===== src/rtl/unpool_pkg.sv =====
// -----------------------------------------------------------------------------
// unpool_pkg
// Shared definitions for the 2x2 nearest-neighbour unpooling sequencer:
//   - state_e     : sequencer phase encoding (3-bit, fixed values)
//   - ceil_log2() : counter-width helper, never returns less than 1
//   - pix_width() : pixel bus width derived from FIXED_BITW * UNITS
// -----------------------------------------------------------------------------
package unpool_pkg;

  // Phases of one input row:
  //   UP_L/UP_R  upper output row, left/right copy of each pixel
  //   LO_PRE     single bubble that primes the line-buffer read
  //   LO_L/LO_R  lower output row replayed from the line buffer
  typedef enum logic [2:0] {
    UP_L   = 3'd0,
    UP_R   = 3'd1,
    LO_L   = 3'd2,
    LO_R   = 3'd3,
    LO_PRE = 3'd4
  } state_e;

  // Smallest r with 2**r >= n. The result is clamped to 1 so that a
  // degenerate (or not yet overridden) parameter still yields legal
  // vector widths.
  function automatic int ceil_log2(input int n);
    int r;
    r = 0;
    for (int i = 0; i < 31; i++) begin
      if ((1 << i) < n) r = i + 1;
    end
    return (r < 1) ? 1 : r;
  endfunction

  // One pixel carries UNITS channels of FIXED_BITW bits each.
  function automatic int pix_width(input int fixed_bitw, input int units);
    int w;
    w = fixed_bitw * units;
    return (w < 1) ? 1 : w;
  endfunction

endpackage : unpool_pkg


===== src/rtl/unpool_line_ram.sv =====
// -----------------------------------------------------------------------------
// unpool_line_ram
// Single-row line buffer: DEPTH entries of PIX_W bits, one write port and one
// read port, registered read data (1-cycle latency). rd_data only changes on a
// read enable, so it stays stable between reads.
//
// Ports
//   clock    in   rising-edge clock
//   wr_en    in   write strobe
//   wr_addr  in   write address
//   wr_data  in   write data
//   rd_en    in   read strobe
//   rd_addr  in   read address
//   rd_data  out  registered read data
// -----------------------------------------------------------------------------
module unpool_line_ram #(
  parameter int DEPTH = 4,
  parameter int AW    = 2,
  parameter int PIX_W = 8
) (
  input  logic             clock,
  input  logic             wr_en,
  input  logic [AW-1:0]    wr_addr,
  input  logic [0:PIX_W-1] wr_data,
  input  logic             rd_en,
  input  logic [AW-1:0]    rd_addr,
  output logic [0:PIX_W-1] rd_data
);

  logic [0:PIX_W-1] mem [DEPTH];

  // NOTE: storage arrays carry no reset; the sequencer rewrites every entry
  // before reading it, and a reset branch would stop this mapping onto RAM.
  always_ff @(posedge clock) begin
    if (wr_en) mem[wr_addr] <= wr_data;
    if (rd_en) rd_data <= mem[rd_addr];
  end

endmodule : unpool_line_ram


===== src/rtl/unpool_sequencer.sv =====
// -----------------------------------------------------------------------------
// unpool_sequencer
// Stream-mode 2x2 nearest-neighbour unpooling controller. Each input row is
// emitted with every pixel doubled on the upper output row (the left copy is
// passed through combinationally, the right copy comes from a hold register)
// while being written into a line buffer. The buffer is then replayed, again
// doubling every pixel, for the lower output row; the producer is held off
// for the whole replay.
//
// Parameters
//   W_WIDTH, W_HEIGHT  input feature-map size (output is 2x in both axes)
//   FIXED_BITW, UNITS  pixel = UNITS channels of FIXED_BITW bits
//
// Ports
//   clock       in   rising-edge clock
//   n_rst       in   synchronous active-low reset
//   in_valid    in   in_pixels valid
//   in_ready    out  input beat accepted this cycle
//   in_pixels   in   input pixel
//   out_valid   out  out_pixels valid
//   out_ready   in   consumer accepts this cycle
//   out_pixels  out  unpooled pixel
//   out_vcnt    out  output row    {vcnt, lower-row bit}
//   out_hcnt    out  output column {hcnt, right-copy bit}
//   out_last    out  final beat of the output frame
// -----------------------------------------------------------------------------
module unpool_sequencer
  import unpool_pkg::*;
#(
  parameter  int W_WIDTH    = -1,
  parameter  int W_HEIGHT   = -1,
  parameter  int FIXED_BITW = -1,
  parameter  int UNITS      = -1,
  localparam int PIX_W      = pix_width(FIXED_BITW, UNITS),
  localparam int HW         = ceil_log2(W_WIDTH),
  localparam int VW         = ceil_log2(W_HEIGHT)
) (
  input  logic             clock,
  input  logic             n_rst,
  input  logic             in_valid,
  output logic             in_ready,
  input  logic [0:PIX_W-1] in_pixels,
  output logic             out_valid,
  input  logic             out_ready,
  output logic [0:PIX_W-1] out_pixels,
  output logic [VW:0]      out_vcnt,
  output logic [HW:0]      out_hcnt,
  output logic             out_last
);

  // Guarded sizes keep elaboration legal even with unset parameters.
  localparam int            DEPTH  = (W_WIDTH  > 0) ? W_WIDTH  : 1;
  localparam int            ROWS   = (W_HEIGHT > 0) ? W_HEIGHT : 1;
  localparam logic [HW-1:0] H_LAST = HW'(DEPTH - 1);
  localparam logic [VW-1:0] V_LAST = VW'(ROWS - 1);

  state_e           state_q, state_d;
  logic [HW-1:0]    hcnt_q,  hcnt_d;
  logic [VW-1:0]    vcnt_q,  vcnt_d;
  logic [0:PIX_W-1] hold_q,  hold_d;

  logic             wr_en;
  logic             rd_en;
  logic [HW-1:0]    rd_addr;
  logic [0:PIX_W-1] rd_data;

  // ---------------------------------------------------------------------------
  // Line buffer. Writes happen only in UP_L and reads only in LO_PRE/LO_R, so
  // the two ports are never active in the same cycle.
  // ---------------------------------------------------------------------------
  unpool_line_ram #(
    .DEPTH (DEPTH),
    .AW    (HW),
    .PIX_W (PIX_W)
  ) u_line_ram (
    .clock   (clock),
    .wr_en   (wr_en),
    .wr_addr (hcnt_q),
    .wr_data (in_pixels),
    .rd_en   (rd_en),
    .rd_addr (rd_addr),
    .rd_data (rd_data)
  );

  // ---------------------------------------------------------------------------
  // State and counter registers
  // ---------------------------------------------------------------------------
  // NOTE: sequential state uses non-blocking assignments so every register
  // samples its pre-edge value, independent of statement order.
  always_ff @(posedge clock) begin
    if (!n_rst) begin
      state_q <= UP_L;
      hcnt_q  <= '0;
      vcnt_q  <= '0;
      hold_q  <= '0;
    end else begin
      state_q <= state_d;
      hcnt_q  <= hcnt_d;
      vcnt_q  <= vcnt_d;
      hold_q  <= hold_d;
    end
  end

  // ---------------------------------------------------------------------------
  // Next state, handshakes, line-buffer control and output data
  // ---------------------------------------------------------------------------
  // NOTE: every signal driven here gets a default before the case statement,
  // so no path leaves one unassigned and no latch is inferred.
  always_comb begin
    state_d    = state_q;
    hcnt_d     = hcnt_q;
    vcnt_d     = vcnt_q;
    hold_d     = hold_q;
    out_valid  = 1'b0;
    in_ready   = 1'b0;
    out_pixels = rd_data;
    wr_en      = 1'b0;
    rd_en      = 1'b0;
    rd_addr    = hcnt_q;

    unique case (state_q)
      // Left copy on the upper row: the producer talks straight to the
      // consumer, and the accepted pixel is captured for the right copy and
      // for the lower-row replay.
      UP_L: begin
        out_valid  = in_valid;
        in_ready   = out_ready;
        out_pixels = in_pixels;
        if (in_valid && out_ready) begin
          hold_d  = in_pixels;
          wr_en   = 1'b1;
          state_d = UP_R;
        end
      end

      UP_R: begin
        out_valid  = 1'b1;
        out_pixels = hold_q;
        if (out_ready) begin
          if (hcnt_q == H_LAST) begin
            hcnt_d  = '0;
            state_d = LO_PRE;
          end else begin
            hcnt_d  = hcnt_q + HW'(1);
            state_d = UP_L;
          end
        end
      end

      // Bubble cycle: the registered read of entry 0 lands for LO_L.
      LO_PRE: begin
        rd_en   = 1'b1;
        rd_addr = '0;
        state_d = LO_L;
      end

      LO_L: begin
        out_valid = 1'b1;
        if (out_ready) state_d = LO_R;
      end

      // The next read is issued on the accept of the right copy, so rd_data
      // only moves once both copies of the current pixel have gone out.
      LO_R: begin
        out_valid = 1'b1;
        if (out_ready) begin
          if (hcnt_q != H_LAST) begin
            rd_en   = 1'b1;
            rd_addr = hcnt_q + HW'(1);
            hcnt_d  = hcnt_q + HW'(1);
            state_d = LO_L;
          end else begin
            hcnt_d  = '0;
            vcnt_d  = (vcnt_q == V_LAST) ? '0 : vcnt_q + VW'(1);
            state_d = UP_L;
          end
        end
      end

      default: state_d = UP_L;
    endcase
  end

  // ---------------------------------------------------------------------------
  // Output coordinates: the low bit of each selects the copy within a 2x2
  // block (right column, lower row).
  // ---------------------------------------------------------------------------
  logic is_right;
  logic is_lower;

  always_comb begin
    is_right = (state_q == UP_R) || (state_q == LO_R);
    is_lower = (state_q == LO_PRE) || (state_q == LO_L) || (state_q == LO_R);
    out_hcnt = {hcnt_q, is_right};
    out_vcnt = {vcnt_q, is_lower};
    out_last = (state_q == LO_R) && (hcnt_q == H_LAST) && (vcnt_q == V_LAST);
  end

endmodule : unpool_sequencer

===== config.mk =====
export PLATFORM = sky130hd
export DESIGN_NAME = unpool_sequencer
export DESIGN_NICKNAME = d
export VERILOG_FILES = /design/src/rtl/unpool_pkg.sv /design/src/rtl/unpool_line_ram.sv /design/src/rtl/unpool_sequencer.sv
export SDC_FILE = /design/constraint.sdc
export NUM_CORES = 1
export LEC_CHECK = 0
export CORE_AREA = 10 10 47 49
export DETAILED_ROUTE_END_ITERATION = 6
export DIE_AREA = 0 0 57 59
export GPL_ROUTABILITY_DRIVEN = 0
export GPL_TIMING_DRIVEN = 1
export SYNTH_ARGS = -nofsm -noshare
export SYNTH_HDL_FRONTEND = slang
export SYNTH_HIERARCHICAL = 1
export SYNTH_SLANG_ARGS = --single-unit

===== constraint.sdc =====
create_clock -name clock -period 3.7 [get_ports clock]
set_clock_uncertainty 0.1 [all_clocks]
set_input_delay 0.555 -clock clock [delete_from_list [all_inputs] [get_ports clock]]
set_output_delay 0.555 -clock clock [all_outputs]
set_load 0.02 [all_outputs]

==> results of run 1 <==
## registers in the layout (all words and copies together) (netlist names)
name and flops:
state_q 3, u_line_ram/rd_data 1, u_line_ram/mem 1, hcnt_q 1, hold_q 1
## layout by cell type, fill, tap and decap left out
| master | n |
|---|---|
| sky130_fd_sc_hd__inv_1 | 3 |
| sky130_fd_sc_hd__o21ai_0 | 1 |
| sky130_fd_sc_hd__clkbuf_4 | 3 |
| sky130_fd_sc_hd__nor2b_2 | 1 |
| sky130_fd_sc_hd__o21ai_1 | 1 |
| sky130_fd_sc_hd__nand2b_1 | 2 |
| sky130_fd_sc_hd__and3_1 | 2 |
| sky130_fd_sc_hd__o211ai_1 | 1 |
| sky130_fd_sc_hd__edfxtp_1 | 2 |
| sky130_fd_sc_hd__nand2_1 | 2 |
| sky130_fd_sc_hd__mux2i_1 | 1 |
| sky130_fd_sc_hd__nand4_1 | 1 |
| sky130_fd_sc_hd__nor3_1 | 1 |
| sky130_fd_sc_hd__nor4b_2 | 1 |
| sky130_fd_sc_hd__dfxtp_1 | 5 |
| sky130_fd_sc_hd__a21boi_1 | 1 |
| sky130_fd_sc_hd__and4_1 | 1 |
| sky130_fd_sc_hd__a311o_1 | 1 |
| sky130_fd_sc_hd__a21oi_1 | 2 |
| sky130_fd_sc_hd__conb_1 | 1 |
| sky130_fd_sc_hd__o31ai_1 | 1 |
| sky130_fd_sc_hd__and2_1 | 2 |
| sky130_fd_sc_hd__clkbuf_1 | 1 |
| sky130_fd_sc_hd__or3b_1 | 1 |
| sky130_fd_sc_hd__nor2_1 | 3 |
| sky130_fd_sc_hd__clkdlybuf4s50_1 | 11 |
## metal layers
| metal | global-route usage, % | wire (µm) |
|---|---|---|
| met4 | 2.01 | 12 |
| met2 | 9.30 | 422 |
| met1 | 5.02 | 329 |
| met3 | 5.15 | 87 |
| met5 | 0 | 0 |
## per-stage QoR
step                cell area [µm²]  power, mW  worst slack, ns  util (%)  hold WS (ns)
global route                    503      0.199            0.916      35.9         0.370
finish                          503      0.187            0.966      35.9         0.341
floorplan                       388      0.106             2.00         -         0.300
detailed placement              477      0.120            0.980      34.0         0.337
CTS                             503      0.191            0.962      35.9         0.348
global placement                477      0.120            0.990      34.0         0.323
## where the power goes
part	switching (mW)	leakage [nW]	internal [mW]	total, mW
Clock	0.0280	0.0150	0.0411	0.0692
Sequential	0.00311	0.0589	0.0816	0.0847
Combinational	0.0160	0.107	0.0170	0.0330
## worst max-delay path, cell delays in order
cell                              delay (ns)
sky130_fd_sc_hd__clkdlybuf4s50_1        0.55
sky130_fd_sc_hd__nor4b_2                0.30
sky130_fd_sc_hd__clkdlybuf4s50_1        0.67
## worst min-delay path by stage
stage                      start                  to  slack (ns)  depth (start not counted)
5_1_grt        u_line_ram/mem[0]  u_line_ram/rd_data        0.37                          0
3_3_place_gp   u_line_ram/mem[0]  u_line_ram/rd_data        0.32                          0
4_1_cts        u_line_ram/mem[0]  u_line_ram/rd_data        0.35                          0
3_5_place_dp   u_line_ram/mem[0]  u_line_ram/rd_data        0.34                          0
2_1_floorplan  u_line_ram/mem[0]  u_line_ram/rd_data        0.30                          0
6_report       u_line_ram/mem[0]  u_line_ram/rd_data        0.34                          0
## cell type report
class | instances | area, µm² | area share (%)
sequential | 7 | 160 | 31.8
multi-input combinational | 27 | 175 | 34.8
clock buffer | 4 | 26.3 | 5.22
inverter | 3 | 11.3 | 2.24
tap | 16 | 20.0 | 3.98
timing repair buffer | 11 | 110 | 21.9
==> flow_results.org, run 1 <==
** Clocking
- In this run the number of H-tree levels came out at 1.
- CTS Root Cell :: sky130_fd_sc_hd__clkbuf_4
- Clock Path Buffers :: 2
- TritonCTS built the clock tree.
- Clock transition at path regs :: 0.05 ns
- Count of clock tree sinks :: 7
- Buffers inserted during clock tree synthesis total 3.
- Skew-Pair Late Insertion Delay :: 0.25 ns
- The number of hold buffers added after CTS was 0.
- Setup Fix Bufs, Post-CTS :: 0
- Post-CTS sizing :: 0

** Floorplan
- Placement Rows :: 14
- Top Ports :: 13
- Height of the chip :: 59 µm
- The floorplan step set the die width to 57 µm.
- Effective utilization at floorplan :: 27.7%
- The die covers 3360 µm².
- Core area :: 1400 µm²

** Drt
- After detailed routing, the average wire length per cell comes to 12.5 µm.
- In this run the remaining antenna-violating nets after routing total 0.
- Detailed Routing Iterations Pass 1 :: 4
- The detailed router finished its first iteration with 9 violations.
- Detailed-route DRC error count :: 0
- Sum of routed wire length over all layers :: 851 µm
- Across all layers, the routed design uses 310 vias.
- Routed via count divided by cell count :: 4.56

** Global route
- Global routing used 5.72% of the available tracks.
- Vias in the first global route :: 350
- The first global-routing pass estimated 1470 µm of wire.
- Initial antenna violation count :: 0
- After global routing the overflow that remains totals 0.
- Pin count of the biggest net entering global routing :: 9

** STA
- Setup TNS :: 0 ns
- RSZ-0062 raised after global routing :: no
- Max Transition Viols Final :: 0
- The routed design could run at a clock period as short as 2.73 ns.
- Based on the critical path, the design can be clocked at up to 366 MHz.
- After layout, the worst path uses 73.9% of the clock period.
- Setup violation total in the final timing report :: 0
- The number of endpoints with negative hold slack in the final report was 0.

** Placed design
- Once detailed placement completed, the half-perimeter wirelength came to 656 µm.
- Placed cell count :: 64
- Number of port buffers :: 11

** Critical path
- Startpoint kind of the worst setup timing path :: input port
- Crit path kind :: in -> out
- The worst register-to-register path ends at u_line_ram/rd_data.
- Launch point of the worst reg-to-reg path :: state_q[0]
- Data on the critical path is required at its endpoint by 3.04 ns.
- Worst R2R Path Depth :: 3
- Type of destination of the critical path :: output port
- The critical path ends at in_ready.
- Critical-path maximum fanout :: 6
- Worst endpoint data arrival time :: 2.08 ns
- Launching instance or port of the critical path :: out_ready
- Internal reg-to-reg setup slack :: 2.19 ns

** Yosys
- Synth Warn # :: 6
- Post-synthesis instance area :: 388 µm²
- Dividing the synthesized area by the synthesized cell count gives 9.24 µm².
- Synthesis produced a netlist with a net count of 47.
- Cell count after synthesis :: 42

** Worst hold path
- Class of the tightest hold or removal check :: reg -> reg

** Cells and area
- Area growth, synth to finish :: 29.7%
- Excluding fillers, the count of instances in the completed layout stands at 68.
- Diode count :: 0
- The filler cells instantiated in the layout total 159.
- Fraction of final layout cells with drive strength greater than 1 :: 9.62%
- The net count of the finished layout is 58.

** Pwr
- Total power per unit cell area :: 372 nW/µm²
- The worst-case IR drop observed on VDD is 0.176 mV.
- For this design the static power due to leakage is 0.181 nW.

** Run
- MaxCap Viol Count :: 0

** Run status
- The run finished with clean final reports.
(Power assumes the default switching activity.)
==> run 2: changes to the inputs <==
clock period = 2.48 ns   (was 3.7 ns; I/O delays follow)
==> run 2 against run 1 <==
  * Combinational power up 58%
  * Setup slack worse by 0.78 ns
  * Global-route usage about the same
  * Flip-flop and latch count unchanged
  * Via count up 6.5%
  * Sequential power up 49%
  * Non-clock buffer count up 2
  * Largest cell class unchanged
  * Largest power group unchanged
==> flow_results.org, run 2 (synthesis gave the netlist of run 1 again) <==
** Floorplan
- Core area :: 1400 µm²
- 13 I/O pins were placed.
- Height of the chip :: 59 µm
- The die covers 3360 µm².
- For this configuration, the core starts out at a cell density of 27.7%.
- The floorplan has 14 rows.
- The floorplan step set the die width to 57 µm.

** Global route
- Vias in the first global route :: 355
- Initial antenna violation count :: 0
- All-layer global routing usage :: 5.67%
- Global-route wire length before repair :: 1500 µm
- Pin count of the biggest net entering global routing :: 9
- For this run the aggregate overflow at the end of global routing stands at 0.

** Critical path
- Top Family by Delay on Critical Path :: buffers and inverters
- Critical-path maximum fanout :: 8
- Crit path kind :: reg -> out
- STA classifies the critical path startpoint as a register.
- Slowest library cell on the worst path :: sky130_fd_sc_hd__clkdlybuf4s50_1
- STA classifies the critical path endpoint as an output port.
- The critical path goes through or3b_1 > o21ai_0 > clkdlybuf4s50_1.
- At the worst endpoint, the arrival time is 1.82 ns.
- In this design, the stage delay of the slowest critical-path cell is 0.62 ns.
- For the worst setup path, the data required time is 2.01 ns.
- The number of buffers and inverters on the critical path is 1.

** Pwr
- Total power per unit cell area :: 548 nW/µm²
- The worst-case IR drop observed on VDD is 0.210 mV.
- Cell leakage power :: 0.192 nW

** STA
- Setup slack on the critical path of the routed design comes to 0.184 ns.
- Max Transition Viols Final :: 0
- Crit path time final :: 2.30 ns
- Setup violations remaining at the end of the flow were counted as 0.
- Period utilization :: 92.6%
- Setup total negative slack on the finished layout was measured at 0 ns.
- The number of endpoints with negative hold slack in the final report was 0.
- For this run, the top clock speed supported by timing is 436 MHz.
- RSZ-0062 raised after global routing :: no

** Clocking
- Clock buffer count from CTS :: 3
- Post-CTS sizing :: 0
- CTS Root Cell :: sky130_fd_sc_hd__clkbuf_4
- Counting along the longest clock path gives a buffer depth of 2.
- In this run the number of H-tree levels came out at 1.
- Setup Fix Bufs, Post-CTS :: 0
- TritonCTS clock tree :: yes
- After clock tree synthesis, the clock-pin slew on the worst setup and hold paths is 0.05 ns.
- Number of hold-repair buffers added at the cts stage :: 0
- Count of clock tree sinks :: 7
- At the later pin of the worst-skew pair, clock insertion delay measures 0.25 ns.

** Cells and area
- The register with the most flip-flops in the layout has 3 of them.
- Ranked by flip-flop count, first place goes to state_q.
- Diode count :: 0
- In the final layout, the share of cells above drive strength 1 is 13.0%.
- Counting the fill cells in the layout gives 150.
- Non-filler cells in the finished layout :: 70
- For this run, the post-layout net count is 60.
- The library cell used most frequently in the layout, excluding fill and tap cells, is sky130_fd_sc_hd__clkdlybuf4s50_1.
- Commonest cells after routing, fill and taps aside :: sky130_fd_sc_hd__clkdlybuf4s50_1, sky130_fd_sc_hd__dfxtp_1, sky130_fd_sc_hd__inv_1, sky130_fd_sc_hd__nor2_1, sky130_fd_sc_hd__clkbuf_4
- Area growth, synth to finish :: 33.5%

** Placed design
- Placed cell count :: 66
- Buffers placed on the I/O ports in this run total 11.
- Prior to clock tree synthesis, the placed netlist has a worst setup slack of 0.205 ns.

** Drt
- After detailed routing, the wire length on met1 is 373 µm.
- Met3 WL post-DR :: 72 µm
- Sum of routed wire length over all layers :: 903 µm
- Once detail routing completed, the nets flagged for antenna violations numbered 0.
- For this run, the detailed router's first-pass iteration total came to 1.
- For this run, design rule violations remaining after detail routing come to 0.
- Routed via count divided by cell count :: 4.71
- For this block, the via count after detailed routing is 330.
- Detailed routing placed a total of 457 µm of wire on met2.
- Number of DRC markers in iteration 0 :: 0
- The detailed router used layers up to and including met3.
- In the final routed layout, each cell accounts on average for 12.9 µm.

** Run status
- Result of the run :: complete, no violations

** Run
- MaxCap Viol Count :: 0

** Worst hold path
- Class of the tightest hold or removal check :: reg -> reg
## run 2: cell type report
type / instances / area (µm²) / area share, %
multi-input combinational: 27 / 175 / 33.8
timing repair buffer: 13 / 125 / 24.2
sequential: 7 / 160 / 30.9
inverter: 3 / 11.3 / 2.17
tap: 16 / 20.0 / 3.86
clock buffer: 4 / 26.3 / 5.07
## run 2: where the power goes
group / switching, mW / leakage (nW) / internal [mW]
logic: 0.0253 / 0.118 / 0.0268
registers: 0.00394 / 0.0589 / 0.122
clock network: 0.0445 / 0.0150 / 0.0616
total: 0.0738 / 0.192 / 0.210
## run 2: final timing paths
check / from / end / slack (ns) / cells past startpoint
setup / recovery: state_q[0] / out_vcnt[0] / 0.18 / 3
hold / removal: u_line_ram/mem[0] / u_line_ram/rd_data / 0.33 / 0
setup reg to reg: state_q[0] / u_line_ram/rd_data / 0.96 / 3
hold reg to reg: u_line_ram/mem[0] / u_line_ram/rd_data / 0.33 / 0
## run 2: metal layers
layer	vias up	track usage (%)
met4	0	2.01
met5	-	0
met3	0	4.29
met1	155	5.13
li1	167	-
met2	8	9.61
## run 2: metrics by stage
step                cell area [µm²]  utilization, %  total power [mW]  hold slack [ns]
floorplan                       388               -             0.158            0.300
global placement                492            35.1             0.180            0.310
detailed placement              492            35.1             0.181            0.308
CTS                             518            37.0             0.294            0.324
global route                    518            37.0             0.305            0.339
finish                          518            37.0             0.284            0.327
==> run 3: changes to the inputs <==
clock period = 1.88 ns   (was 2.48 ns; I/O delays follow)
==> run 3 against run 2 <==
  * Utilization increased by 3.3 points
  * Combinational power increased by 40%
  * Via count increased by 5.5%
  * Flip-flop and latch count unchanged
  * Cell count increased by 11%
  * Sequential share of layout area decreased by 2.3 points
  * Critical path type unchanged
  * Critical endpoint is now out_pixels
==> flow_results.org, run 3 (synthesis gave the netlist of run 1 again) <==
** Pwr
- Total power per unit cell area :: 660 nW/µm²
- Largest voltage drop on the vdd net :: 0.301 mV
- Summed over all cells, the static leakage comes to 0.245 nW.
- Post-layout total power :: 0.373 mW

** Clocking
- After clock tree synthesis, the clock-pin slew on the worst setup and hold paths is 0.05 ns.
- CTS saw 7 sinks.
- TritonCTS built the clock tree.
- Number of hold-repair buffers added at the cts stage :: 0
- Skew-Pair Late Insertion Delay :: 0.25 ns
- CTS built an H-tree with a depth of 1.
- CTS Root Cell :: sky130_fd_sc_hd__clkbuf_4
- Clock Path Buffers :: 2
- Clock buffer count from CTS :: 3

** Placed design
- Counting tap cells, the placed design contains a total of 74 instances.
- Detailed Place HPWL :: 785 µm
- Before CTS, the worst setup slack after placement is -0.216 ns.
- After detailed placement, the total cell area comes to 552 µm².
- In this run the tool buffered the top-level ports with 11 buffer cells.

** STA
- Crit path time final :: 1.77 ns
- In the post-route analysis, the smallest setup slack over all paths is 0.107 ns.
- Setup violation total in the final timing report :: 0
- For this run, the top clock speed supported by timing is 564 MHz.
- Setup TNS :: 0 ns
- The tightest hold path in the finished design has a slack of 0.341 ns.
- The number of endpoints with negative hold slack in the final report was 0.
- After layout, the worst path uses 94.3% of the clock period.
- Setup repair after global routing left no endpoint under its margin.
- Max Transition Viols Final :: 0

** Run
- MaxCap Viol Count :: 0

** Cells and area
- The register with the most flip-flops in the final layout is state_q.
- Diode count :: 0
- Leaving out filler cells and counting taps, the final layout contains 78.
- The post-route netlist has 29.0% of its cells at a drive strength greater than 1.
- Area growth, synth to finish :: 45.5%
- In the final design database the tool counted 68 nets.
- The finished cells cover 564 µm².
- Final core utilization :: 40.3%
- Leaving out fill and tap cells, the most frequent cells in the layout are sky130_fd_sc_hd__buf_4, sky130_fd_sc_hd__clkdlybuf4s50_1, sky130_fd_sc_hd__dfxtp_1, sky130_fd_sc_hd__dlygate4sd2_1.
- The library cell used most frequently in the layout, excluding fill and tap cells, is sky130_fd_sc_hd__buf_4.
- The register with the most flip-flops in the layout has 3 of them.
- The filler cells instantiated in the layout total 157.

** Global route
- The number of global-route vias before repair is 388.
- Entering global routing, the biggest net connects 7 pins.
- The first global-routing pass estimated 1640 µm of wire.
- Leftover overflow at the end of global routing :: 0
- The number of antenna violations at the first check in global routing is 0.
- All-layer global routing usage :: 6.06%

** Worst hold path
- Hold path startpoint :: u_line_ram/mem[0]
- The tightest min-delay check is of the reg -> reg type.
- Counting instances, the worst hold path has a depth of 0.
- The path with the worst hold slack has its endpoint at u_line_ram/rd_data.

** Floorplan
- Top Ports :: 13
- Effective utilization at floorplan :: 27.7%
- The die is 57 µm wide.
- The floorplan step set the die height to 59 µm.
- Core area :: 1400 µm²
- Die area :: 3360 µm²
- Placement Rows :: 14

** Critical path
- At the worst endpoint, the required time is 1.50 ns.
- Type of destination of the critical path :: output port
- Counting cells, the worst reg-to-reg path comes to 5.
- The worst setup path is launched from a register.
- In this run the critical register-to-register path is captured at u_line_ram/rd_data.
- Critical-path maximum fanout :: 5
- In this run the critical register-to-register path is launched from state_q[2].
- Data on the critical path arrives at its endpoint at 1.39 ns.
- Internal reg-to-reg setup slack :: 0.36 ns
- By startpoint and endpoint, the worst setup path is classified as reg -> out.

** Drt
- Once detail routing completed, the nets flagged for antenna violations numbered 0.
- Using the TritonRoute via totals, the vias-per-cell ratio works out to 4.46.
- Detailed Routing Iterations Pass 1 :: 4
- The routed layout has 348 vias.
- For this run, design rule violations remaining after detail routing come to 0.
- Dividing the detail-routed wire length by the instance count gives 12.6 µm.
- Number of DRC markers in iteration 0 :: 8
- Summed over all layers, the routed wires come to 981 µm.

** Run status
- The run finished with clean final reports.
==> run 3: changes by cell type in the layout (fill, tap and decap cells not counted), sizes merged <==
cell | before | now
dlygate4sd2 | 0 | 4
buf | 2 | 10
clkbuf | 4 | 6
clkdlybuf4s50 | 11 | 5
==> run 3: critical path, stage by stage, from the launching register on <==
cell                            delay (ns)
sky130_fd_sc_hd__dfxtp_1              0.35
sky130_fd_sc_hd__buf_4                0.15
sky130_fd_sc_hd__nor2_1               0.13
sky130_fd_sc_hd__nor2_1               0.06
sky130_fd_sc_hd__a21oi_1              0.11
sky130_fd_sc_hd__dlygate4sd2_1        0.35
==> run 3: worst max-delay path by stage <==
stage,from,to,slack (ns),depth (start not counted)
after floorplan,state_q[0],u_line_ram/mem[0],0.28,3
after global placement,out_ready,in_ready,-0.21,3
after detailed placement,out_ready,in_ready,-0.22,3
after CTS,state_q[2],in_ready,0.006,3
after global routing,state_q[1],out_pixels,0.04,5
final,state_q[1],out_pixels,0.11,5
==> run 3: per-layer routing <==
| metal | vias to the layer above | share of wire (%) | GRT usage [%] |
|---|---|---|---|
| met5 | - | 0 | 0 |
| met4 | 0 | 0 | 4.03 |
| met3 | 0 | 6.4 | 3.00 |
| met2 | 6 | 53 | 9.92 |
| met1 | 162 | 41 | 5.96 |
| li1 | 180 | - | - |
==> run 3: layout make-up <==
class / count / area, µm² / share of cell area (%)
flip-flops and latches: 7 / 161 / 28.6
clock buffers: 4 / 26.3 / 4.66
multi-input cells: 27 / 175 / 31.0
well taps: 16 / 20.0 / 3.55
inverters: 3 / 11.3 / 2.00
repair buffers: 21 / 170 / 30.2
==> run 3: repair_timing <==
item                                    CTS  global route
endpoints found under the hold margin     0             0
endpoints found under the setup margin    6             3
buffers inserted                          0             0
resized for setup                         6             7
==> run 3: report_power, final <==
part           leakage, nW  switching (mW)  internal [mW]
sequential          0.0593         0.00467          0.161
combinational        0.171          0.0368         0.0363
clock               0.0150          0.0532         0.0809
total                0.245          0.0946          0.278
